--- src/rtl/shift_scheduler_if.sv ---
// rtl/shift_scheduler_if.sv - request/response bundle between two requesters and the shift scheduler
interface shift_scheduler_if #(
    parameter int WIDTH = 16,
    parameter int SHW   = 4
);
    logic             req0_valid;
    logic             req0_ready;
    logic [WIDTH-1:0] req0_data;
    logic [SHW-1:0]   req0_shamt;
    logic             req1_valid;
    logic             req1_ready;
    logic [WIDTH-1:0] req1_data;
    logic [SHW-1:0]   req1_shamt;
    logic             rsp_valid;
    logic             rsp_ready;
    logic             rsp_id;
    logic [WIDTH-1:0] rsp_data;

    modport master (
        output req0_valid, req0_data, req0_shamt,
        output req1_valid, req1_data, req1_shamt,
        output rsp_ready,
        input  req0_ready, req1_ready, rsp_valid, rsp_id, rsp_data
    );

    modport slave (
        input  req0_valid, req0_data, req0_shamt,
        input  req1_valid, req1_data, req1_shamt,
        input  rsp_ready,
        output req0_ready, req1_ready, rsp_valid, rsp_id, rsp_data
    );
endinterface

--- src/rtl/shift_scheduler.sv ---
// rtl/shift_scheduler.sv - round-robin scheduler for a shared 1-bit arithmetic right-shift stage
// Optional macro SHIFT_ROUND_EN: round-half-up on the last bit shifted out.
module shift_scheduler #(
    parameter int WIDTH = 16,
    parameter int SHW   = 4
) (
    input  logic                clk,
    input  logic                rst_n,
    shift_scheduler_if.slave    bus,
    output logic                busy
);
    typedef enum logic [1:0] {IDLE, SHIFT, RESP} state_t;

    localparam logic [SHW-1:0] CNT_MAX = SHW'(WIDTH - 1);

    state_t           state_q, state_d;
    logic             pri_q, pri_d;
    logic             id_q, id_d;
    logic [WIDTH-1:0] acc_q, acc_d;
    logic [SHW-1:0]   cnt_q, cnt_d;
    logic             rdy0, rdy1;
    logic             acc0, acc1;
    logic [WIDTH-1:0] sel_data;
    logic [SHW-1:0]   sel_shamt;
`ifdef SHIFT_ROUND_EN
    logic             guard_q, guard_d;
`endif

    always_ff @(posedge clk or negedge rst_n) begin
        if (!rst_n) begin
            state_q <= IDLE;
            pri_q   <= 1'b0;
            id_q    <= 1'b0;
            acc_q   <= '0;
            cnt_q   <= '0;
`ifdef SHIFT_ROUND_EN
            guard_q <= 1'b0;
`endif
        end else begin
            state_q <= state_d;
            pri_q   <= pri_d;
            id_q    <= id_d;
            acc_q   <= acc_d;
            cnt_q   <= cnt_d;
`ifdef SHIFT_ROUND_EN
            guard_q <= guard_d;
`endif
        end
    end

    always_comb begin
        state_d   = state_q;
        pri_d     = pri_q;
        id_d      = id_q;
        acc_d     = acc_q;
        cnt_d     = cnt_q;
`ifdef SHIFT_ROUND_EN
        guard_d   = guard_q;
`endif
        acc0      = bus.req0_valid & rdy0;
        acc1      = bus.req1_valid & rdy1;
        // The ready rules guarantee at most one accept, so a plain mux suffices.
        sel_data  = acc1 ? bus.req1_data  : bus.req0_data;
        sel_shamt = acc1 ? bus.req1_shamt : bus.req0_shamt;
        case (state_q)
            IDLE: begin
                if (acc0 || acc1) begin
                    acc_d   = sel_data;
                    id_d    = acc1;
                    cnt_d   = (sel_shamt >= CNT_MAX) ? CNT_MAX : sel_shamt;
`ifdef SHIFT_ROUND_EN
                    guard_d = 1'b0;
`endif
                    state_d = (sel_shamt == '0) ? RESP : SHIFT;
                end
            end
            SHIFT: begin
                acc_d   = {acc_q[WIDTH-1], acc_q[WIDTH-1:1]};
`ifdef SHIFT_ROUND_EN
                guard_d = acc_q[0];
`endif
                cnt_d   = cnt_q - 1'b1;
                if (cnt_q == SHW'(1)) state_d = RESP;
            end
            RESP: begin
                if (bus.rsp_ready) begin
                    pri_d   = ~id_q;
                    state_d = IDLE;
                end
            end
            default: state_d = IDLE;
        endcase
    end

    always_comb begin
        rdy0          = (state_q == IDLE) && (!pri_q || !bus.req1_valid);
        rdy1          = (state_q == IDLE) && ( pri_q || !bus.req0_valid);
        bus.req0_ready = rdy0;
        bus.req1_ready = rdy1;
        bus.rsp_valid  = (state_q == RESP);
        bus.rsp_id     = id_q;
`ifdef SHIFT_ROUND_EN
        bus.rsp_data   = acc_q + WIDTH'(guard_q);
`else
        bus.rsp_data   = acc_q;
`endif
        busy           = (state_q != IDLE);
    end
endmodule

--- src/flat_wrapper.sv ---
// flat-port wrapper written by rule: the top's interface ports become plain ports
module shift_scheduler_flat 
#(
    parameter int WIDTH = 16,
    parameter int SHW   = 4
)
  (clk, rst_n, busy, bus_req0_valid, bus_req0_data, bus_req0_shamt, bus_req1_valid, bus_req1_data, bus_req1_shamt, bus_rsp_ready, bus_req0_ready, bus_req1_ready, bus_rsp_valid, bus_rsp_id, bus_rsp_data);
  shift_scheduler_if #(.WIDTH(WIDTH), .SHW(SHW)) bus_i ();
  input  logic clk;
  input  logic rst_n;
  output logic busy;
  input wire logic [$bits(bus_i.req0_valid)-1:0] bus_req0_valid;
  input wire logic [$bits(bus_i.req0_data)-1:0] bus_req0_data;
  input wire logic [$bits(bus_i.req0_shamt)-1:0] bus_req0_shamt;
  input wire logic [$bits(bus_i.req1_valid)-1:0] bus_req1_valid;
  input wire logic [$bits(bus_i.req1_data)-1:0] bus_req1_data;
  input wire logic [$bits(bus_i.req1_shamt)-1:0] bus_req1_shamt;
  input wire logic [$bits(bus_i.rsp_ready)-1:0] bus_rsp_ready;
  output wire logic [$bits(bus_i.req0_ready)-1:0] bus_req0_ready;
  output wire logic [$bits(bus_i.req1_ready)-1:0] bus_req1_ready;
  output wire logic [$bits(bus_i.rsp_valid)-1:0] bus_rsp_valid;
  output wire logic [$bits(bus_i.rsp_id)-1:0] bus_rsp_id;
  output wire logic [$bits(bus_i.rsp_data)-1:0] bus_rsp_data;
  assign bus_i.req0_valid = bus_req0_valid;
  assign bus_i.req0_data = bus_req0_data;
  assign bus_i.req0_shamt = bus_req0_shamt;
  assign bus_i.req1_valid = bus_req1_valid;
  assign bus_i.req1_data = bus_req1_data;
  assign bus_i.req1_shamt = bus_req1_shamt;
  assign bus_i.rsp_ready = bus_rsp_ready;
  assign bus_req0_ready = bus_i.req0_ready;
  assign bus_req1_ready = bus_i.req1_ready;
  assign bus_rsp_valid = bus_i.rsp_valid;
  assign bus_rsp_id = bus_i.rsp_id;
  assign bus_rsp_data = bus_i.rsp_data;
  shift_scheduler #(.WIDTH(WIDTH), .SHW(SHW)) u_core (.clk(clk), .rst_n(rst_n), .bus(bus_i), .busy(busy));
endmodule
--- config.mk ---
export PLATFORM = sky130hd
export DESIGN_NAME = shift_scheduler_flat
export DESIGN_NICKNAME = d
export VERILOG_FILES = /design/src/rtl/shift_scheduler_if.sv /design/src/rtl/shift_scheduler.sv /design/src/flat_wrapper.sv
export SDC_FILE = /design/constraint.sdc
export NUM_CORES = 1
export LEC_CHECK = 0
export BUFFER_PORTS_ARGS = -buffer_cell sky130_fd_sc_hd__buf_2
export CORE_ASPECT_RATIO = 0.9
export CORE_MARGIN = 2
export CORE_UTILIZATION = 42
export CTS_CLUSTER_DIAMETER = 80
export DETAILED_ROUTE_END_ITERATION = 7
export PLACE_DENSITY = 0.79
export SETUP_SLACK_MARGIN = 0.4
export SYNTH_ARGS = -nofsm -noshare
export SYNTH_HDL_FRONTEND = slang
export SYNTH_SLANG_ARGS = --single-unit
--- constraint.sdc ---
create_clock -name clk -period 1.4 [get_ports clk]
set_input_delay 0.07 -clock clk [delete_from_list [all_inputs] [get_ports clk]]
set_output_delay 0.07 -clock clk [all_outputs]
set_load 0.05 [all_outputs]
# Word-level counts from Yosys, hierarchy flattened
# Index checks and enable logic that the tools add are counted.
[totals]
register_bits = 24
latch_bits = 0
mem_bits_rw = 0
rom_bits = 0
input_bits = 45
out_inout_bits = 21
memories = 0
[op_classes]
n_addsub = 1
n_mul = 0
div = 0
order_cmp = 1
eq_ne = 6
shift = 0
muxes = 12
n_bitwise = 4
n_reduce_logical = 17
[op_table]
columns = ["op", "n"]
rows = [
  ["16-bit two-way mux", 2],
  ["16-bit one-hot mux with 2 select lines", 1],
  ["4-bit two-way mux", 3],
  ["2-bit two-way mux", 4],
  ["4-bit one-hot mux with 2 select lines", 1],
  ["2-bit one-hot mux with 3 select lines", 1],
  ["2-bit AND reduction", 3],
  ["3-bit AND reduction", 2],
  ["4-bit by 1-bit == test with 1-bit output, second input constant", 1],
  ["4-bit >= comparator, second input constant", 1],
  ["4-bit zero test", 1],
  ["2-bit by 1-bit != test with 1-bit output, second input constant", 2],
  ["2-bit nonzero test", 2],
  ["4-bit by 1-bit subtractor with 4-bit output, second input constant", 1],
  ["1-bit zero test", 3],
  ["1-bit logical OR", 3],
  ["1-bit bitwise AND", 2],
  ["2-bit by 1-bit == test with 1-bit output, second input constant", 1],
  ["2-bit == test, second input constant", 1],
  ["1-bit logical AND", 2],
  ["2-bit zero test", 1],
  ["2-bit != test, second input constant", 1],
  ["1-bit inverter", 2],
]

# Logic depth before layout (Yosys ltp)
# Gate-level depths: netlist (run 1).
[depth]
word_depth = 9
mapped_depth = 5

# Least setup slack after synthesis (run 1)
# OpenSTA, ideal clock, no wires.
[synth_timing]
path_type = "register -> output"
startpoint = "register u_core.state_q[0]"
endpoint = "output port bus_req1_ready"
arrival_ns = 1.600
required_time_ns = 1.330
slack_ns = -0.270
stages_incl_launch_ff = 5
path_cell_list = "dfrtp_1 > buf_4 > nor2_4 > inv_2 > nor2_1"
[synth_via]
elab_chain_cells = 2
[synth_lines]
columns = ["item", "line_no", "source"]
rows = [
  ["start, declared", "shift_scheduler.sv:16", "state_t state_q, state_d;"],
  ["start signal, assigned", "shift_scheduler.sv:40", "state_q <= state_d;"],
  ["2-bit zero test", "shift_scheduler.sv:97", "rdy1 = (state_q == IDLE) && ( pri_q || !bus.req0_valid);"],
  ["1-bit logical AND", "shift_scheduler.sv:97", ""],
  ["end, declared", "flat_wrapper.sv:20", "output wire logic [$bits(bus_i.req1_ready)-1:0] bus_req1_ready;"],
]
# No other way between the ends.

# Final worst setup path (run 1)
[layout_timing]
startpoint = "register u_core.state_q[0]"
endpoint = "register u_core.state_q[0]"
[layout_via]
elab_chain_cells = 8
[layout_lines]
columns = ["item", "line_no", "source"]
rows = [
  ["2-bit zero test", "shift_scheduler.sv:65, shift_scheduler.sv:96, shift_scheduler.sv:97", ""],
  ["1-bit logical AND", "shift_scheduler.sv:97", ""],
  ["1-bit bitwise AND", "shift_scheduler.sv:61", "acc1 = bus.req1_valid & rdy1;"],
  ["4-bit two-way mux", "shift_scheduler.sv:64", "sel_shamt = acc1 ? bus.req1_shamt : bus.req0_shamt;"],
  ["4-bit zero test", "shift_scheduler.sv:74", "state_d = (sel_shamt == '0) ? RESP : SHIFT;"],
  ["2-bit two-way mux", "shift_scheduler.sv:74", ""],
  ["2-bit two-way mux", "shift_scheduler.sv:67", "if (acc0 || acc1) begin"],
  ["2-bit one-hot mux with 3 select lines", "shift_scheduler.sv:65", "case (state_q)"],
]
# Several ways; a longest one is shown, not always the timed one. The select of a mux whose other input is x is not followed.
# A chain may end at the register's enable or synchronous reset.

==> results of run 1 <==
==> through the flow <==
stage | utilization [%] | total power, W | setup WS [ns]
after floorplan | - | 0.003533 | 0.05673
after CTS | 67.21 | 0.005384 | 0.05256
after detailed placement | 58.53 | 0.004334 | 0.02175
final | 74.85 | 0.006293 | -0.08106
after global placement | 58.53 | 0.004284 | 0.05863
after global routing | 74.78 | 0.006525 | -0.04201
==> where the power goes <==
group	internal, W	switching, W	leakage, nW
clock network	0.000383	0.000237	0.0357
registers	0.00104	0.000352	0.288
logic	0.00180	0.00249	0.845
==> layer usage <==
metal  part of all wire [%]  track usage [%]  up-vias
li1                       -                -      831
met1                     36            37.25      918
met2                     48            45.12      147
met3                    9.3            4.267       48
met4                    6.3            10.50        0
met5                      0                0        -
==> critical path: cells and delay by family, from the launching register on <==
family / cells / cell delay, ns
AND/OR/NAND/NOR: 2 / 0.59
flip-flops: 1 / 0.49
AO/OA/AOI/OAI: 1 / 0.23
buffers and inverters: 1 / 0.09
==> flip-flops by register name, indices dropped and copies added, names as in the netlist <==
signal               flops
u_core.bus.rsp_data     16
u_core.pri_q             1
u_core.cnt_q             4
u_core.bus.rsp_id        1
u_core.state_q           2
==> worst paths after layout <==
kind	from	depth (start not counted)	slack (ns)	end
worst min-delay path	bus_req1_data[10]	2	0.05	u_core.bus.rsp_data[10]$_DFFE_PN0P_
worst min register to register	u_core.bus.rsp_id$_DFFE_PN0P_	1	0.50	u_core.pri_q$_DFFE_PN0P_
worst max-delay path	u_core.state_q[0]$_DFFE_PN0P_	4	-0.08	u_core.state_q[0]$_DFFE_PN0P_
max in group asynchronous	rst_n	2	0.67	u_core.state_q[1]$_DFFE_PN0P_
worst max register to register	u_core.state_q[0]$_DFFE_PN0P_	4	-0.08	u_core.state_q[0]$_DFFE_PN0P_
min in group asynchronous	rst_n	2	0.32	u_core.bus.rsp_data[12]$_DFFE_PN0P_
==> cell type report <==
class	count	area, um2
diodes	1	2.502
clock buffers	3	41.29
clock inverters	1	30.03
fillers	218	855.8
inverters	12	47.55
multi-input cells	111	969.7
flip-flops and latches	24	604.3
well taps	44	55.05
repair buffers	105	797.0
==> layout by cell type (no fill, tap or decap), types with 4 or more instances in the layout <==
cell	count
a32oi_1	6
a32oi_2	10
buf_2	47
buf_4	28
buf_6	17
buf_8	4
clkbuf_4	6
dfrtp_1	21
inv_1	11
nand2_1	4
nand3_1	16
nand4_1	15
o21ai_0	10
o21ai_1	8
==> what timing repair did <==
item                                    in CTS  in global routing
hold endpoints to repair                    24                  0
endpoints found under the setup margin      31                 39
gates resized for setup                     43                 47
buffers inserted                            11                  5
pin swaps                                   12                 13
hold buffers                                 1                  0
cloned                                       0                  2
==> logic make-up (layout without fill, tap and decap cells) <==
| group | count (synthesis) | count (layout) |
|---|---|---|
| adder cells (fa/ha/maj) | 2 | 2 |
| other | 0 | 1 |
| AND/OR/NAND/NOR | 58 | 58 |
| AO/OA/AOI/OAI | 51 | 51 |
| flip-flops | 24 | 24 |
| buffers and inverters | 27 | 121 |
==> metrics.md, run 1 <==
| Metric | Value |
|---|---|
| Post-Syn Nets | `209` |
| # DRC | `0` |
| DR WL/cell | `~22 um` |
| Post-synthesis simple-gate area fraction | `23.85%` |
| CP required | `around 1.6 ns` |
| Unrepaired setup endpoints after global routing | `yes` |
| Async S/R FF share, synth | `100.0%` |
| Setup TNS Final | `-0.1063 ns` |
| Rows | `20` |
| Mux contribution to synthesized area | `0%` |
| FF+latch count, synth | `24` |
| Max_cap viols | `0` |
| Layout cells sized above 1 | `between 50% and 60%` |
| Critical path, cell by cell | `nor2_4 -> inv_4 -> nor4_1 -> a221o_1` |
| Total CTS buffers | `3` |
| Final wirelength | `6723 um` |
| Detailed Route Iter0 Violations | `roughly 220` |
| DP Wirelength | `3567 um` |
| Worst-Margin Slew | `0.5825 ns` |
| Vias in the first global route | `between 1.5k and 2k` |
| Main combinational cell family by area after synthesis | `compound AO/OA/AOI/OAI gates` |
| Ranking of synthesized cells by area | `dfrtp_1, a32oi_1, o21ai_0` |
| Post-synth EDFFs | `0` |
| Peak supply drop | `1.543 mV` |
| IO buf count | `65` |
| GRT overflow | `0` |
| Max Transition Viols Final | `0` |
| CP max FO | `6` |
| Slowest CP cell | `dfrtp_2` |
| Post-Layout Cell Count | `between 300 and 400` |
| First-pass GRT wire length | `8328 um` |
| Post-place instance area | `around 0.0020 mm2` |
| Clock Latency Late Sink | `0.27 ns` |
| Ys flop type | `dfrtp_1` |
| Compound-Gate Fraction of Synth Area | `approximately 26%` |
| Chip width | `67 um` |
| Tmin final | `1.481 ns` |
| Worst min path class | `input port to flop` |
| Clock sink count | `24` |
| Post-synthesis sequential area ratio | `around 40%` |
| Fin worst setup slack | `-0.08106 ns` |
| CTS root buf | `clkbuf_8` |
| Post-synth top area cell | `dfrtp_1` |
| Critical Path Sink Type | `flop` |
| CTS tree | `built` |
| Area Overhead vs Synth | `69.81%` |
| Initial antenna violation count | `0` |
| Max-slew headroom | `between 60 and 70%` |
| Cell Pwr Density | `~2500 mW/mm2` |
| Adder-Cell Fraction of Synth Area | `approximately 1.7%` |
| Starting Density | `44.08%` |
| Final net count | `~300` |
| Mapped Cells | `~160` |
| Final setup viols | `4` |
| Number of nets still failing antenna checks after routing | `0` |
| Max incr delay on CP | `0.49 ns` |
| CP Launch Type | `flop` |
| Top Ports | `66` |
| DIE HEIGHT | `60.70 um` |
| H-tree depth | `1` |
| Final Hold Vio Count | `0` |
| Via count | `1,944` |
| Critical path data arrival time | `1.68 ns` |
| Clk_skew | `0.01079 ns` |
| Leakage | `1.170 nW` |
| Post-Syn Area per Cell | `9.260 um2` |
| Top-area cell type share of the netlist area | `40.03%` |
| Yosys warnings | `0` |
| Crit path kind | `flop to flop` |
| Synth unique cells | `35` |
| Die Area | `0.004067 mm2` |
| Via density | `6.458` |
| Hold slack | `0.05486 ns` |
| Top-count cell post-synth | `dfrtp_1` |
| Final GP Congestion | `0.9544` |
| Placed Cells | `277` |
| Clock Pin Slew Worst Setup and Hold Paths | `0.10 ns` |
| Core ar. | `0.003403 mm2` |
| Part of the cycle the worst path needs | `105.8%` |
| Violated checks | `negative setup slack` |
| Clk buf depth | `2` |
| Drt pass-1 iters | `4` |
| Max Fclk | `~0.68 GHz` |
| Pin count of the biggest net entering global routing | `25` |
| XOR/XNOR share of the synthesized area | `0%` |
| Post-Syn Area | `0.001500 mm2` |
| Fin area | `0.002547 mm2` |
| Status | `complete, but fails checks` |
| Leading cell types by count after synthesis | `dfrtp_1, o21ai_0, nand3_1` |
| Aggregate global-route resource usage | `27.58%` |
Power figures use the tool's default switching activity.
==> run 2, diff against run 1 <==
--- a/config.mk
+++ b/config.mk
@@ -8,10 +8,10 @@
 export BUFFER_PORTS_ARGS = -buffer_cell sky130_fd_sc_hd__buf_2
 export CORE_ASPECT_RATIO = 0.9
 export CORE_MARGIN = 2
-export CORE_UTILIZATION = 42
+export CORE_UTILIZATION = 45
 export CTS_CLUSTER_DIAMETER = 80
 export DETAILED_ROUTE_END_ITERATION = 7
-export PLACE_DENSITY = 0.79
+export PLACE_DENSITY = 0.81
 export SETUP_SLACK_MARGIN = 0.4
 export SYNTH_ARGS = -nofsm -noshare
 export SYNTH_HDL_FRONTEND = slang
==> constraint.sdc (replaced) <==
create_clock -name clk -period 1.5 [get_ports clk]
set_input_delay 0.075 -clock clk [delete_from_list [all_inputs] [get_ports clk]]
set_output_delay 0.075 -clock clk [all_outputs]
set_load 0.05 [all_outputs]
==> run 2 against run 1 <==
  * The flow now finishes without violations
  * Non-clock buffer count unchanged
  * Setup slack improved by 0.13 ns
  * First-iteration DRC count decreased by 15%
  * Worst hold slack improved by 0.0015 ns
  * Via count decreased by 2.1%
  * Sequential share of layout area increased by 1.5 points
  * Critical path depth increased by 1
  * Routed wire length decreased by 9.0%
  * Final area decreased by 6.1%
  * Sequential power decreased by 7%
  * Clock skew decreased by 0.0063 ns
  * Largest cell class unchanged
  * Highest routed layer unchanged
==> metrics.md, run 2 (synthesized netlist as in run 1, its figures left out) <==
| Metric | Value |
|---|---|
| Number of nets still failing antenna checks after routing | `0` |
| Drt pass-1 iters | `5` |
| Number of flip-flops in the largest register | `16` |
| Clock Pin Slew Worst Setup and Hold Paths | `about 0.090 ns` |
| First-pass GRT wire length | `8756 um` |
| Critical Path Sink Type | `flop` |
| Clk buf depth | `2` |
| Worst path buffer plus inverter count | `2` |
| Status | `finished, final reports clean` |
| Initial antenna violation count | `0` |
| Detailed Route Iter0 Violations | `183` |
| Total CTS buffers | `3` |
| Worst-Margin Slew | `0.8197 ns` |
| Max Transition Viols Final | `0` |
| Max incr delay on CP | `between 0.4 and 0.5 ns` |
| Core ar. | `0.003114 mm2` |
| Area Overhead vs Synth | `59.47%` |
| Multi-input gate area | `around 900 um2` |
| Aggregate global-route resource usage | `29.83%` |
| Chip width | `64.86 um` |
| Final setup viols | `0` |
| Max-slew headroom | `44.85%` |
| GRT overflow | `0` |
| Hold slack | `0.05633 ns` |
| Final Hold Vio Count | `0` |
| Final wirelength | `a little over 6000 um` |
| Worst R2R Start | `u_core.state_q[0]$_DFFE_PN0P_` |
| Max Fclk | `0.6895 GHz` |
| DR WL/cell | `20.60 um` |
| Cell Pwr Density | `~2300 mW/mm2` |
| Register area | `604.3 um2` |
| Critical path, cell by cell | `nor2_4 -> inv_4 -> buf_4 -> nor4_4 -> nor4bb_4` |
| Pin count of the biggest net entering global routing | `25` |
| CTS tree | `built` |
| Layout cells sized above 1 | `52.55%` |
| Clock Latency Late Sink | `0.27 ns` |
| CP required | `1.65 ns` |
| Via count | `between 1.5k and 2k` |
| DP Wirelength | `3462 um` |
| Vias in the first global route | `1,789` |
| DIE HEIGHT | `58.78 um` |
| Unrepaired setup endpoints after global routing | `yes` |
| Clock sink count | `24` |
| Post-Layout Cell Count | `297` |
| Critical path data arrival time | `1.60 ns` |
| # DRC | `0` |
| Die Area | `approximately 0.0038 mm2` |
| Worst min path class | `input port to flop` |
| CTS root buf | `clkbuf_8` |
| Setup WS pre-CTS | `0.07751 ns` |
| Most frequent cells in the layout | `buf_2, buf_4, dfrtp_1, o21ai_0, nand3_1` |
| Tmin final | `1.450 ns` |
| H-tree depth | `1` |
| Commonest non-fill, non-tap cell in the layout | `buf_2` |
| CP delay by family, top | `simple AND/OR/NAND/NOR gates` |
| Crit path kind | `flop to flop` |
| ANT cells | `0` |
| Max_cap viols | `0` |
| Leakage | `1.124 nW` |
| Slowest CP cell | `dfrtp_2` |
| Part of the cycle the worst path needs | `96.69%` |
| Final GP Congestion | `approximately 0.94` |
| Rows | `19` |
| Hold Crit Start | `bus_req0_data[14]` |
| Filler cells | `between 200 and 250` |
| CP Launch Type | `flop` |
| Placed Cells | `273` |
| Setup crit start | `u_core.state_q[0]$_DFFE_PN0P_` |
| Clk_skew | `0.004447 ns` |
| Starting Density | `48.17%` |
| CP max FO | `7` |
| IO buf count | `65` |
| Final net count | `304` |
| Fin worst setup slack | `0.04958 ns` |
| Peak supply drop | `1.295 mV` |
| Top Ports | `66` |
| Via density | `6.407` |
==> run 2: changes by cell type in the layout (fill, tap and decap cells not counted), moves of 2 or more <==
cell      previous run  this run
a32oi_1              6        14
a32oi_2             10         2
buf_2               47        61
buf_4               28        24
buf_6               17        15
buf_8                4         2
clkbuf_4             6         0
o21ai_0             10        17
o21ai_1              8         1
==> run 2: final timing paths <==
kind,slack (ns),endpoint,depth (start not counted)
setup / recovery,0.05,u_core.cnt_q[3]$_DFFE_PN0P_,5
min in group asynchronous,0.34,u_core.bus.rsp_id$_DFFE_PN0P_,2
hold / removal,0.06,u_core.bus.rsp_data[14]$_DFFE_PN0P_,3
hold reg to reg,0.52,u_core.bus.rsp_data[0]$_DFFE_PN0P_,2
max in group asynchronous,0.75,u_core.state_q[0]$_DFFE_PN0P_,2
setup reg to reg,0.05,u_core.cnt_q[3]$_DFFE_PN0P_,5
==> run 2: worst min-delay path: stages <==
cell	delay, ns
buf_2	0.07
a32oi_1	0.08
nand3_1	0.06
==> run 2: what timing repair did <==
action	4_1_cts	5_1_grt
setup endpoints to repair	28	28
hold buffers	1	0
cloned	1	0
hold endpoints to repair	24	0
buffers inserted	14	5
resized for setup	36	13
pin swaps	10	11
==> run 2: where the power goes <==
group          internal, W  leakage, nW  switching, W  total [W]
clock             0.000180       0.0216      0.000209   0.000388
combinational      0.00153        0.814       0.00224    0.00377
sequential        0.000970        0.288      0.000319    0.00129
total              0.00268         1.12       0.00277    0.00545
==> run 2: routing by layer <==
metal  wire length (um)  part of all wire [%]  global-route usage, %  vias to the layer above
li1                   -                     -                      -                      824
met1               2389                    39                  38.43                      922
met2               2978                    49                  49.04                      131
met3                526                   8.6                  7.075                       26
met4                224                   3.7                  11.55                        0
met5                  0                     0                      0                        -
==> run 2: layout make-up <==
type	instances	share of cell area, %
inverter	12	1.987
clock buffer	3	1.726
tap	42	2.197
sequential	24	25.26
timing repair buffer	105	30.70
multi-input combinational	111	38.13
==> run 2: stage by stage <==
stage               area [um2]  total power [W]  setup TNS (ns)  utilization [%]
detailed placement        1962         0.003994               0            63.00
global route              2392         0.005678        -0.01121            76.82
finish                    2392         0.005449               0            76.82
CTS                       2292         0.005000               0            73.60
global placement          1962         0.003955               0            63.00
floorplan                 1563         0.003296               0                -
==> run 3, diff against run 2 <==
--- a/config.mk
+++ b/config.mk
@@ -6,12 +6,14 @@
 export NUM_CORES = 1
 export LEC_CHECK = 0
 export BUFFER_PORTS_ARGS = -buffer_cell sky130_fd_sc_hd__buf_2
+export CELL_PAD_IN_SITES_DETAIL_PLACEMENT = 1
+export CELL_PAD_IN_SITES_GLOBAL_PLACEMENT = 2
 export CORE_ASPECT_RATIO = 0.9
 export CORE_MARGIN = 2
-export CORE_UTILIZATION = 45
+export CORE_UTILIZATION = 26
 export CTS_CLUSTER_DIAMETER = 80
 export DETAILED_ROUTE_END_ITERATION = 7
-export PLACE_DENSITY = 0.81
+export PLACE_DENSITY = 0.82
 export SETUP_SLACK_MARGIN = 0.4
 export SYNTH_ARGS = -nofsm -noshare
 export SYNTH_HDL_FRONTEND = slang
==> run 3 against run 2 <==
  * Non-clock buffer count decreased by 9
  * Flip-flop and latch count stayed put
  * Sequential power about the same
  * Largest cell class unchanged
==> metrics.md, run 3 (synthesized netlist as in run 1, its figures left out) <==
| Metric | Value |
|---|---|
| Number of flip-flops in the largest register | `16` |
| Clock Latency Late Sink | `0.29 ns` |
| Leakage | `roughly 1.1 nW` |
| Drt pass-1 iters | `4` |
| Vias in the first global route | `approximately 1.8k` |
| Critical path data arrival time | `1.37 ns` |
| Top Ports | `66` |
| Setup TNS Final | `0 ns` |
| Layout cells sized above 1 | `50.61%` |
| Final wirelength | `6087 um` |
| Max Fclk | `0.6932 GHz` |
| Peak supply drop | `0.8089 mV` |
| Chip width | `~84 um` |
| IO buf count | `65` |
| Hold path cells | `3` |
| Cell Pwr Density | `approximately 2200 mW/mm2` |
| H-tree depth | `1` |
| Worst min path class | `input port to flop` |
| Max-slew headroom | `60.01%` |
| Commonest non-fill, non-tap cell in the layout | `buf_2` |
| Starting Density | `a little over a quarter` |
| Max Transition Viols Final | `0` |
| Placed Cells | `roughly 300` |
| CTS tree | `built` |
| Tmin final | `1.443 ns` |
| Final GP Congestion | `0.8043` |
| Status | `finished, final reports clean` |
| R2R depth | `5` |
| CP Launch Type | `flop` |
| Via count | `1,738` |
| Clk buf depth | `2` |
| DP Wirelength | `approximately 4100 um` |
| Post-Layout Cell Count | `317` |
| CTS root buf | `clkbuf_8` |
| Final Hold Vio Count | `0` |
| Post-place instance area | `between 0.0015 and 0.002 mm2` |
| Aggregate global-route resource usage | `between 10% and 20%` |
| Clock Pin Slew Worst Setup and Hold Paths | `around 0.10 ns` |
| Setup WS pre-CTS | `roughly 0.041 ns` |
| Clock sink count | `24` |
| Initial antenna violation count | `0` |
| Crit path kind | `flop to output pin` |
| Worst-Margin Slew | `0.5999 ns` |
| Critical Path Sink Type | `output pin` |
| CP required | `around 1.4 ns` |
| Rows | `26` |
| DIE HEIGHT | `76.06 um` |
| Most frequent cells in the layout | `buf_2, dfrtp_1, buf_4, o21ai_0` |
| ANT cells | `0` |
| DR WL/cell | `19.20 um` |
| Fin worst setup slack | `0.05743 ns` |
| Max_cap viols | `0` |
| Final setup viols | `0` |
| GRT overflow | `0` |
| Final net count | `295` |
| Part of the cycle the worst path needs | `96.17%` |
| Area Overhead vs Synth | `56.71%` |
| Via density | `5.483` |
| Unrepaired setup endpoints after global routing | `yes` |
| First-pass GRT wire length | `9522 um` |
| # DRC | `0` |
| Clk_skew | `0.006333 ns` |
| CP max FO | `4` |
| Detailed Route Iter0 Violations | `95` |
| Die Area | `around 0.0064 mm2` |
| Fin area | `0.002351 mm2` |
| Total CTS buffers | `3` |
| Core ar. | `0.005628 mm2` |
| Pin count of the biggest net entering global routing | `25` |
| Number of nets still failing antenna checks after routing | `0` |
run 3: cell count changes in the layout (fill, tap and decap cells not counted), sizes merged:
| cell | change |
|---|---|
| buf | -9 |
| bufinv | +1 |
run 3: metrics by stage:
step           total power (W)  util, %  hold slack, ns
2_1_floorplan         0.003296        -         -0.2206
3_3_place_gp          0.004009    35.22          0.1053
3_5_place_dp          0.004052    35.22          0.1099
4_1_cts               0.005170    40.84         0.04533
5_1_grt               0.005593    41.77         0.05129
6_report              0.005286    41.77         0.04623
run 3: path summary, 6_finish.rpt:
kind | to | slack (ns) | from
max | bus_req0_ready | 0.06 | u_core.state_q[0]$_DFFE_PN0P_
max reg2reg | u_core.cnt_q[0]$_DFFE_PN0P_ | 0.10 | u_core.state_q[0]$_DFFE_PN0P_
max in group asynchronous | u_core.state_q[1]$_DFFE_PN0P_ | 0.75 | rst_n
min in group asynchronous | u_core.bus.rsp_data[0]$_DFFE_PN0P_ | 0.32 | rst_n
min reg2reg | u_core.pri_q$_DFFE_PN0P_ | 0.52 | u_core.bus.rsp_id$_DFFE_PN0P_
min | u_core.bus.rsp_data[4]$_DFFE_PN0P_ | 0.05 | bus_req0_data[4]
run 3: routing by layer:
metal	GRT usage [%]	share of wire [%]	vias up	wire [um]
li1	-	-	802	-
met1	27.42	48	873	2919
met2	28.25	46	58	2789
met3	2.492	5.2	5	314
met4	4.355	1.0	0	63
met5	0	0	-	0
run 3: repair_timing:
action                     in CTS  in global routing
gates resized for setup        38                 11
gates cloned                    0                  1
setup endpoints to repair      27                 28
hold endpoints to repair       24                  0
hold buffers                    1                  0
pin swaps                      10                  7
setup buffers                  12                  0
run 3: layout make-up:
cell class                      count  area (um2)
Timing Repair Buffer               96       645.6
Clock buffer                        3       41.29
Clock inverter                      1       30.03
Tap cell                           70       87.58
Fill cell                         670        3277
Multi-Input combinational cell    111       894.6
Sequential cell                    24       604.3
Inverter                           12       47.55
run 3: worst max-delay path, stage by stage (launching register included):
cell      delay, ns
dfrtp_2        0.49
a211oi_4       0.30
buf_6          0.16
buf_8          0.14
run 3: where the power goes:
group | internal [W] | leakage [nW] | switching [W]
Clock | 0.000358 | 0.0357 | 0.000250
Sequential | 0.000969 | 0.288 | 0.000304
Combinational | 0.00129 | 0.769 | 0.00212
Total | 0.00261 | 1.09 | 0.00267
